**src/rtl/upsample_row_stream.sv**
```systemverilog
// upsample_row_stream
// 2x row upsampler. For every row of ROW_LEN input pixels it emits 2*ROW_LEN
// output pixels. The first and last outputs are exact copies of the first and
// last input pixels. Between each neighbouring pair (a,b) it inserts
//   P = (a>>1)+(a>>2)+(b>>2)  and  Q = (b>>2)+(b>>1)+(a>>2),
// with each shift truncating and each sum wrapping modulo 2^length.
//
// Ports
//   clk        rising-edge clock
//   rst        synchronous active-high reset
//   in_data    input pixel
//   in_valid   in_data is valid
//   in_ready   block can accept a pixel this cycle
//   out_data   upsampled pixel (registered)
//   out_valid  out_data is valid
//   out_ready  downstream accepts out_data this cycle
//   out_last   marks the final output of a row (registered)

module upsample_row_stream #(
  parameter int length  = 16,
  parameter int ROW_LEN = 8
) (
  input  logic              clk,
  input  logic              rst,
  input  logic [length-1:0] in_data,
  input  logic              in_valid,
  output logic              in_ready,
  output logic [length-1:0] out_data,
  output logic              out_valid,
  input  logic              out_ready,
  output logic              out_last
);

  localparam int CW = (ROW_LEN > 2) ? $clog2(ROW_LEN) : 1;

  typedef enum logic [2:0] {
    S_FIRST,
    S_EDGE_L,
    S_NEXT,
    S_P,
    S_Q,
    S_EDGE_R
  } state_t;

  state_t            state, state_nxt;
  logic [CW-1:0]     cnt, cnt_nxt;
  logic [length-1:0] prev, prev_nxt;
  logic [length-1:0] q_hold, q_hold_nxt;
  logic [length-1:0] data_r, data_nxt;
  logic              last_r, last_nxt;
  logic              ready_c;
  logic              valid_c;
  logic [CW-1:0]     cnt_inc;

  function automatic logic [length-1:0] calc_p(input logic [length-1:0] a,
                                               input logic [length-1:0] b);
    calc_p = (a >> 1) + (a >> 2) + (b >> 2);
  endfunction

  function automatic logic [length-1:0] calc_q(input logic [length-1:0] a,
                                               input logic [length-1:0] b);
    calc_q = (b >> 2) + (b >> 1) + (a >> 2);
  endfunction

  // Accepted-pixel counter wraps to zero on the last pixel of a row, so a
  // zero count after the Q output means the row's pixels are exhausted.
  assign cnt_inc = (cnt == CW'(ROW_LEN - 1)) ? '0 : cnt + 1'b1;

  // State register and datapath registers.
  always_ff @(posedge clk) begin
    if (rst) begin
      state  <= S_FIRST;
      cnt    <= '0;
      prev   <= '0;
      q_hold <= '0;
      data_r <= '0;
      last_r <= 1'b0;
    end else begin
      state  <= state_nxt;
      cnt    <= cnt_nxt;
      prev   <= prev_nxt;
      q_hold <= q_hold_nxt;
      data_r <= data_nxt;
      last_r <= last_nxt;
    end
  end

  // Next-state and next-data logic. P and Q are both computed when the new
  // pixel arrives; Q is parked in q_hold so that prev can immediately take
  // the new pixel, ready for the following pair or the right edge copy.
  always_comb begin
    state_nxt  = state;
    cnt_nxt    = cnt;
    prev_nxt   = prev;
    q_hold_nxt = q_hold;
    data_nxt   = data_r;
    last_nxt   = last_r;
    ready_c    = 1'b0;
    valid_c    = 1'b0;
    case (state)
      S_FIRST: begin
        ready_c = 1'b1;
        if (in_valid) begin
          data_nxt  = in_data;
          prev_nxt  = in_data;
          cnt_nxt   = cnt_inc;
          state_nxt = S_EDGE_L;
        end
      end
      S_EDGE_L: begin
        valid_c = 1'b1;
        if (out_ready) state_nxt = S_NEXT;
      end
      S_NEXT: begin
        ready_c = 1'b1;
        if (in_valid) begin
          data_nxt   = calc_p(prev, in_data);
          q_hold_nxt = calc_q(prev, in_data);
          prev_nxt   = in_data;
          cnt_nxt    = cnt_inc;
          state_nxt  = S_P;
        end
      end
      S_P: begin
        valid_c = 1'b1;
        if (out_ready) begin
          data_nxt  = q_hold;
          state_nxt = S_Q;
        end
      end
      S_Q: begin
        valid_c = 1'b1;
        if (out_ready) begin
          if (cnt == '0) begin
            data_nxt  = prev;
            last_nxt  = 1'b1;
            state_nxt = S_EDGE_R;
          end else begin
            state_nxt = S_NEXT;
          end
        end
      end
      S_EDGE_R: begin
        valid_c = 1'b1;
        if (out_ready) begin
          last_nxt  = 1'b0;
          state_nxt = S_FIRST;
        end
      end
      default: state_nxt = S_FIRST;
    endcase
  end

  // in_ready is masked by rst so nothing is offered during the reset cycle.
  assign in_ready  = ready_c & ~rst;
  assign out_valid = valid_c;
  assign out_data  = data_r;
  assign out_last  = last_r;

endmodule

```
**config.mk**
```make
export PLATFORM = sky130hd
export DESIGN_NAME = upsample_row_stream
export DESIGN_NICKNAME = d
export VERILOG_FILES = /design/src/rtl/upsample_row_stream.sv
export SDC_FILE = /design/constraint.sdc
export NUM_CORES = 1
export LEC_CHECK = 0
export CORE_MARGIN = 4
export CORE_UTILIZATION = 50
export CTS_CLUSTER_DIAMETER = 60
export DETAILED_ROUTE_END_ITERATION = 6
export GPL_TIMING_DRIVEN = 0
export PLACE_DENSITY = 0.7
export RECOVER_POWER = 50
export SKIP_LAST_GASP = 1
export SLEW_MARGIN = 20
export SYNTH_ARGS = -nofsm -noshare
export SYNTH_HDL_FRONTEND = slang
export SYNTH_SLANG_ARGS = --single-unit
export TNS_END_PERCENT = 10
```
**constraint.sdc**
```tcl
create_clock -name clk -period 3.32 [get_ports clk]
set_clock_uncertainty 0.05 [all_clocks]
set_input_delay 0.332 -clock clk [delete_from_list [all_inputs] [get_ports clk]]
set_output_delay 0.332 -clock clk [all_outputs]
set_load 0.01 [all_outputs]
```
==> implementation parameters, run 1 <==
Parameter                              Value

Synth
  Count of flip-flops with a built-in enable after synthesis    0
  Predominant post-synthesis flop cell    dfxtp_1
  Post-Syn Area    4580 sq um
  Seq cells post-synth    55
  Distinct cells, synth    69
  Avg Inst Size Synth    about 8.4 sq um
  Dominant cells by area after synthesis    dfxtp_1, fa_1, ha_1, a21oi_1, nand2_1
  Proportion of netlist area held by the largest area contributor    0.240
  Share of synthesized area occupied by flip-flops and latches    0.240
  Count of warnings emitted by yosys    0
  Number of instances in the synthesized netlist    547
  Syn nets    approximately 630
  Post-synth top area cell    dfxtp_1
  Async set or reset register ratio after synthesis    0

STA
  Peak clock frequency supported by timing    just over 300 MHz
  Min Clock Period, post-route    about 3.2 ns
  Unrepaired setup endpoints after global routing    yes
  Setup TNS    0 ns
  Setup-failing EPs final    0
  Headroom to the max-slew limit    0.477
  Final hold viol count    0
  Final worst-path setup slack    approximately 0.1 ns
  Max-slew violation count    0
  Worst slew pin tran    approximately 0.79 ns
  Tightest hold margin    roughly 0.28 ns
  Share of the clock period used by the worst path after layout    0.970

Clocking
  Clock-pin slew on the worst setup and hold paths    between 0.1 and 0.15 ns
  Post-CTS setup-driven buffer insertion count    0
  CTS sink count    55
  Count of H-tree levels built during CTS    2
  CTS Root Buffer Type    clkbuf_8
  Clock latency on the worst-skew pair    0.32 ns
  Max Root-Sink Buffers    2
  Cts bufs inserted    5
  CTS tree    built
  CTS Hold Bufs    0
  Total of cells resized after clock tree synthesis    1

GRT
  Global-route congestion overflow total    0
  Combined global-route utilization of all metal layers    0.253
  Antenna violations before repair    0
  Maximum number of pins on one net before global-route repair    18
  Vias in the first global route    4097
  First-pass GRT wire length    22.1 mm

Drt
  Routed WL per cell    19.5 um
  Average vias per placed instance    6.19
  Remaining number of nets flagged by the antenna check after routing    0
  DRC    0
  Vias after detailed routing    ~4300
  Length of the first detailed-routing pass in iterations    5
  Number of DRC markers after the initial detailed-route iteration    roughly 450
  Final Routed Wirelength    about 14 mm

Cells and area
  # nets final    ~670
  Share of cells above drive strength 1    0.0643
  Area growth syn-to-layout    13.0%
  FILL cells    around 840
  Diode count    0
  Final Non-Filler Cells    roughly 700

Power
  Max rail drop VDD    0.000235 V
  Static leakage power    ~2.1 nW
  Pwr/cell area    403 nW/um^2

Worst setup path
  End of the worst register-to-register path    q_hold[11]
  Kind of critical path    in2reg
  Max FO, Critical Path    6
  Register-to-register path setup slack    approximately 0.29 ns
  R2R Path Start    prev[3]
  Required arrival time at the worst endpoint    3.46 ns
  Endpoint arrival time on the critical path    roughly 3.4 ns
  Depth of the most critical reg-to-reg path    9
  Crit path capture type    flop
  Startpoint Class    input pin

Die
  Height of the chip    roughly 100 um
  Placement row count    34
  Starting density of the core    0.520
  Core area    8810 sq um
  I/O pin count    39
  Total die area    between 10000 and 15000 sq um
  Chip Width    about 100 um

Worst hold path
  Hold path startpoint    out_ready
  Endpoint with the worst hold slack    out_last
  Worst Hold Path Cells    2
  Worst min-delay path category    in2reg

Placement
  Number of input and output port buffers inserted    36
  Cell count after placement    691
  DPL Wire Length    10.6 mm
  Worst-case setup slack after placement    -0.398 ns
  Global placer's final weighted congestion    approximately 0.96

Flow run
  Count of maximum capacitance violations    0

Run status
  Status    completed
==> per-layer routing <==
layer / routed length (um) / global-route usage
met5: 0 / 0
met4: 296 / 0.0570
met3: 1070 / 0.0404
met1: 6200 / 0.367
met2: 6030 / 0.398
==> cell families (layout without fill, tap and decap cells) <==
logic type,after synthesis,after routing,synth area share
simple gates,177,177,0.184
mux,3,3,0.00656
fa+ha+maj,61,61,0.216
compound gates,193,193,0.282
flops,55,55,0.240
buf+inv,45,89,0.0445
xor+xnor,13,13,0.0265
==> synthesized netlist by cell type (all sizes together), types with 2 or more instances <==
master	count
a22o	3
nand2b	8
clkbuf	14
xnor2	6
a311oi	4
mux2i	3
o221ai	3
a221oi	2
o21bai	2
nor3	11
nor2	34
o41ai	2
and3	3
o21a	5
o21ai	25
nor2b	4
inv	15
a211o	3
a31oi	10
nand4	3
a211oi	6
o211ai	12
or3	4
dfxtp	55
o2111ai	3
xor2	7
ha	31
buf	16
and2	4
o22ai	12
fa	30
nor3b	5
o22a	4
a21o	11
a21oi	68
nand2	77
a22oi	5
a21boi	2
or4	3
nand3	15
==> how the worst max path moves through the flow <==
stage / startpoint / end / slack (ns)
2_1_floorplan: prev[3] / q_hold[11] / 0.52
3_3_place_gp: in_data[3] / q_hold[11] / -0.35
3_5_place_dp: in_data[3] / q_hold[11] / -0.40
4_1_cts: in_data[3] / q_hold[11] / 0.06
5_1_grt: in_data[2] / q_hold[11] / -0.07
6_report: in_data[2] / q_hold[11] / 0.10
==> state kept, by name (all words and copies together), names as in the netlist <==
register and count:
state 3, cnt 3, out_data 16, q_hold 16
out_last 1, prev 16
==> layout make-up <==
cell class	count	area [sq um]	share of cell area
multi-input combinational	447	3290	0.635
sequential	55	1100	0.213
timing repair buffer	36	363	0.0701
buffer	30	144	0.0278
tap	108	135	0.0261
clock buffer	6	72.6	0.0140
inverter	15	56.3	0.0109
clock inverter	2	16.3	0.00314
==> where the power goes <==
part / internal [mW] / leakage, nW / switching, mW
logic: 0.380 / 1.63 / 0.545
registers: 0.708 / 0.450 / 0.0479
clock network: 0.153 / 0.0418 / 0.250
==> worst max-delay path: stages <==
cell and delay (ns):
clkdlybuf4s50_1 0.66, fa_1 0.46, ha_1 0.25, fa_1 0.42
a211o_1 0.35, a211oi_2 0.28, o311ai_2 0.18, and3b_1 0.23
a21oi_1 0.11, o22ai_1 0.09
==> cells in the final DEF, fill, tap and decap left out, types with 5 or more instances in the layout <==
master           instances
nand2_1                 75
inv_1                   15
ha_1                    31
nand2b_1                 8
nor2_1                  34
a31oi_1                  8
dlygate4sd3_1           17
o211ai_1                12
o21ai_0                 22
xor2_1                   6
a21oi_1                 68
clkdlybuf4s50_1         18
clkbuf_8                 5
o22ai_1                 12
nor3_1                  11
xnor2_1                  6
clkbuf_1                17
dfxtp_1                 55
nand3_1                 15
a21o_1                  11
fa_1                    30
a22oi_1                  5
buf_2                   10
==> per-stage QoR <==
step | cell area, sq um | utilization | power [mW]
final | 5170 | 0.588 | 2.08
after global routing | 5170 | 0.588 | 2.22
after CTS | 5170 | 0.587 | 2.09
after detailed placement | 5070 | 0.576 | 1.68
after global placement | 5070 | 0.576 | 1.66
after floorplan | 4580 | - | 1.41
Note: power is estimated with default switching activity, not from simulation.
==> run 2, diff against run 1 <==
--- a/config.mk
+++ b/config.mk
@@ -13,7 +13,6 @@
 export PLACE_DENSITY = 0.7
 export RECOVER_POWER = 50
 export SKIP_LAST_GASP = 1
-export SLEW_MARGIN = 20
 export SYNTH_ARGS = -nofsm -noshare
 export SYNTH_HDL_FRONTEND = slang
 export SYNTH_SLANG_ARGS = --single-unit
==> results of run 2 <==
Final layout, timing and power as in run 1 (identical DEF).
==> run 3, diff against run 2 <==
--- a/config.mk
+++ b/config.mk
@@ -5,12 +5,14 @@
 export SDC_FILE = /design/constraint.sdc
 export NUM_CORES = 1
 export LEC_CHECK = 0
+export CELL_PAD_IN_SITES_DETAIL_PLACEMENT = 2
+export CELL_PAD_IN_SITES_GLOBAL_PLACEMENT = 2
 export CORE_MARGIN = 4
-export CORE_UTILIZATION = 50
+export CORE_UTILIZATION = 30
 export CTS_CLUSTER_DIAMETER = 60
 export DETAILED_ROUTE_END_ITERATION = 6
 export GPL_TIMING_DRIVEN = 0
-export PLACE_DENSITY = 0.7
+export PLACE_DENSITY_LB_ADDON = 0.1
 export RECOVER_POWER = 50
 export SKIP_LAST_GASP = 1
 export SYNTH_ARGS = -nofsm -noshare
==> implementation parameters, run 3 (synthesis results as in run 1) <==
Parameter                              Value

GRT
  Antenna violations before repair    0
  First-pass GRT wire length    about 28 mm
  Maximum number of pins on one net before global-route repair    16
  Vias in the first global route    roughly 4800
  Combined global-route utilization of all metal layers    0.207
  Global-route congestion overflow total    0

Drt
  Remaining number of nets flagged by the antenna check after routing    0
  Vias after detailed routing    between 4000 and 5000
  DRC    0
  Average vias per placed instance    around 5.7
  Length of the first detailed-routing pass in iterations    4
  Final Routed Wirelength    between 15 and 20 mm
  Number of DRC markers after the initial detailed-route iteration    ~250
  Routed WL per cell    between 20 and 25 um

Worst setup path
  End of the worst register-to-register path    out_data[11]
  Max FO, Critical Path    6
  Endpoint arrival time on the critical path    ~3.4 ns
  Kind of critical path    in2reg
  Critical path cell sequence    clkdlybuf4s50_1 -> fa_1 -> ha_1 -> a21o_1 -> a31oi_1 -> a21oi_1 -> o2111ai_1 -> nor3b_2 -> o41ai_2
  Depth of the most critical reg-to-reg path    9
  Crit path capture type    flop
  Crit path capture    out_data[10]
  R2R Path Start    prev[3]
  Source of the critical timing path    in_data[7]
  Delay of the slowest cell on the worst path    approximately 0.7 ns
  Required arrival time at the worst endpoint    between 3 and 4 ns
  Startpoint Class    input pin
  Worst path slowest cell    clkdlybuf4s50_1
  Register-to-register path setup slack    0.12 ns

Cells and area
  # nets final    approximately 670
  Diode count    0
  Highest-count cells in the layout ignoring fill and taps    nand2_1, a21oi_1, dfxtp_1, nor2_1, ha_1
  Area growth syn-to-layout    16.1%
  Leading cell type in the layout, fill and taps excluded    nand2_1
  Post-layout instance area    roughly 5300 sq um
  Core Util, Final    0.360
  Share of cells above drive strength 1    0.0542

Clocking
  Cts bufs inserted    5
  Max Root-Sink Buffers    2
  CTS sink count    between 50 and 60
  CTS tree    built
  CTS Root Buffer Type    clkbuf_16
  Clock-pin slew on the worst setup and hold paths    0.08 ns
  CTS Hold Bufs    0
  Count of H-tree levels built during CTS    2
  Clock latency on the worst-skew pair    slightly above 0.3 ns

Die
  Core area    ~15000 sq um
  Height of the chip    ~130 um
  I/O pin count    39
  Starting density of the core    0.310
  Placement row count    44
  Chip Width    about 130 um
  Total die area    approximately 17000 sq um

Power
  Static leakage power    approximately 2.1 nW
  Power after layout    ~2.3 mW
  Pwr/cell area    about 440 nW/um^2
  Max rail drop VDD    a little under 0.0002 V

STA
  Unrepaired setup endpoints after global routing    yes
  Final hold viol count    0
  Worst slew pin tran    approximately 1.4 ns
  Headroom to the max-slew limit    0.0885
  Setup TNS    0 ns
  Min Clock Period, post-route    between 3 and 4 ns
  Setup-failing EPs final    0
  Tightest hold margin    0.319 ns
  Max-slew violation count    0
  Peak clock frequency supported by timing    between 300 and 400 MHz
  Share of the clock period used by the worst path after layout    0.976

Placement
  Global placer's final weighted congestion    about 0.85
  DPL Wire Length    approximately 14 mm
  Area post-placement    between 5000 and 6000 sq um
  Number of input and output port buffers inserted    36

Run status
  Status    completed

Worst hold path
  Worst min-delay path category    in2reg

Flow run
  Count of maximum capacitance violations    0
-- run 3: cell types whose count changed in the layout (fill, tap and decap cells not counted), moves of 2 or more --
| cell | before | now |
|---|---|---|
| clkbuf_16 | 0 | 5 |
| clkbuf_8 | 5 | 0 |
| buf_2 | 10 | 6 |
| clkbuf_1 | 17 | 21 |
| clkdlybuf4s50_1 | 18 | 16 |
| dlygate4sd2_1 | 0 | 2 |
-- run 3: where the power goes --
part / total (mW) / internal (mW) / leakage, nW / switching [mW]
registers: 0.756 / 0.708 / 0.450 / 0.0486
logic: 0.970 / 0.379 / 1.62 / 0.590
clock network: 0.624 / 0.354 / 0.0769 / 0.270
-- run 3: stage by stage --
| step | std cells | setup slack [ns] |
|---|---|---|
| 3_5_place_dp | 767 | -0.528 |
| 3_3_place_gp | 767 | -0.432 |
| 2_1_floorplan | 547 | 0.516 |
| 6_report | 774 | 0.0781 |
| 5_1_grt | 774 | -0.0895 |
| 4_1_cts | 774 | -0.0263 |
-- run 3: area by class of cell --
cell class | instances | area (sq um)
well taps | 184 | 230
plain buffers | 30 | 139
clock buffers | 6 | 129
clock inverters | 1 | 30.0
multi-input cells | 447 | 3270
flip-flops and latches | 55 | 1100
inverters | 15 | 56.3
fillers | 1694 | 9440
repair buffers | 36 | 360
-- run 3: repair_timing --
action | 4_1_cts | 5_1_grt
endpoints found under the setup margin | 5 | 5
setup buffers | 0 | 0
resized for setup | 3 | 2
pin swaps | 0 | 0
-- run 3: worst min-delay path by stage --
| stage | from | endpoint | depth (start not counted) |
|---|---|---|---|
| floorplan | q_hold[5] | q_hold[5] | 2 |
| global placement | out_data[2] | out_data[2] | 2 |
| detailed placement | out_data[15] | out_data[15] | 2 |
| CTS | out_ready | out_last | 2 |
| global route | out_ready | out_last | 2 |
| finish | out_ready | out_last | 2 |
-- run 3: metal layers --
| metal | wire [um] | GRT usage |
|---|---|---|
| met2 | 8260 | 0.337 |
| met1 | 8640 | 0.292 |
| met5 | 0 | 0 |
| met4 | 264 | 0.0513 |
| met3 | 483 | 0.0256 |
-- run 3: worst max-delay path, delay by kind of cell --
family                   cells  cell delay [ns]
AO/OA/AOI/OAI                5             1.15
AND/OR/NAND/NOR              1             0.32
buffers and inverters        1             0.70
adder cells (fa/ha/maj)      2             0.85
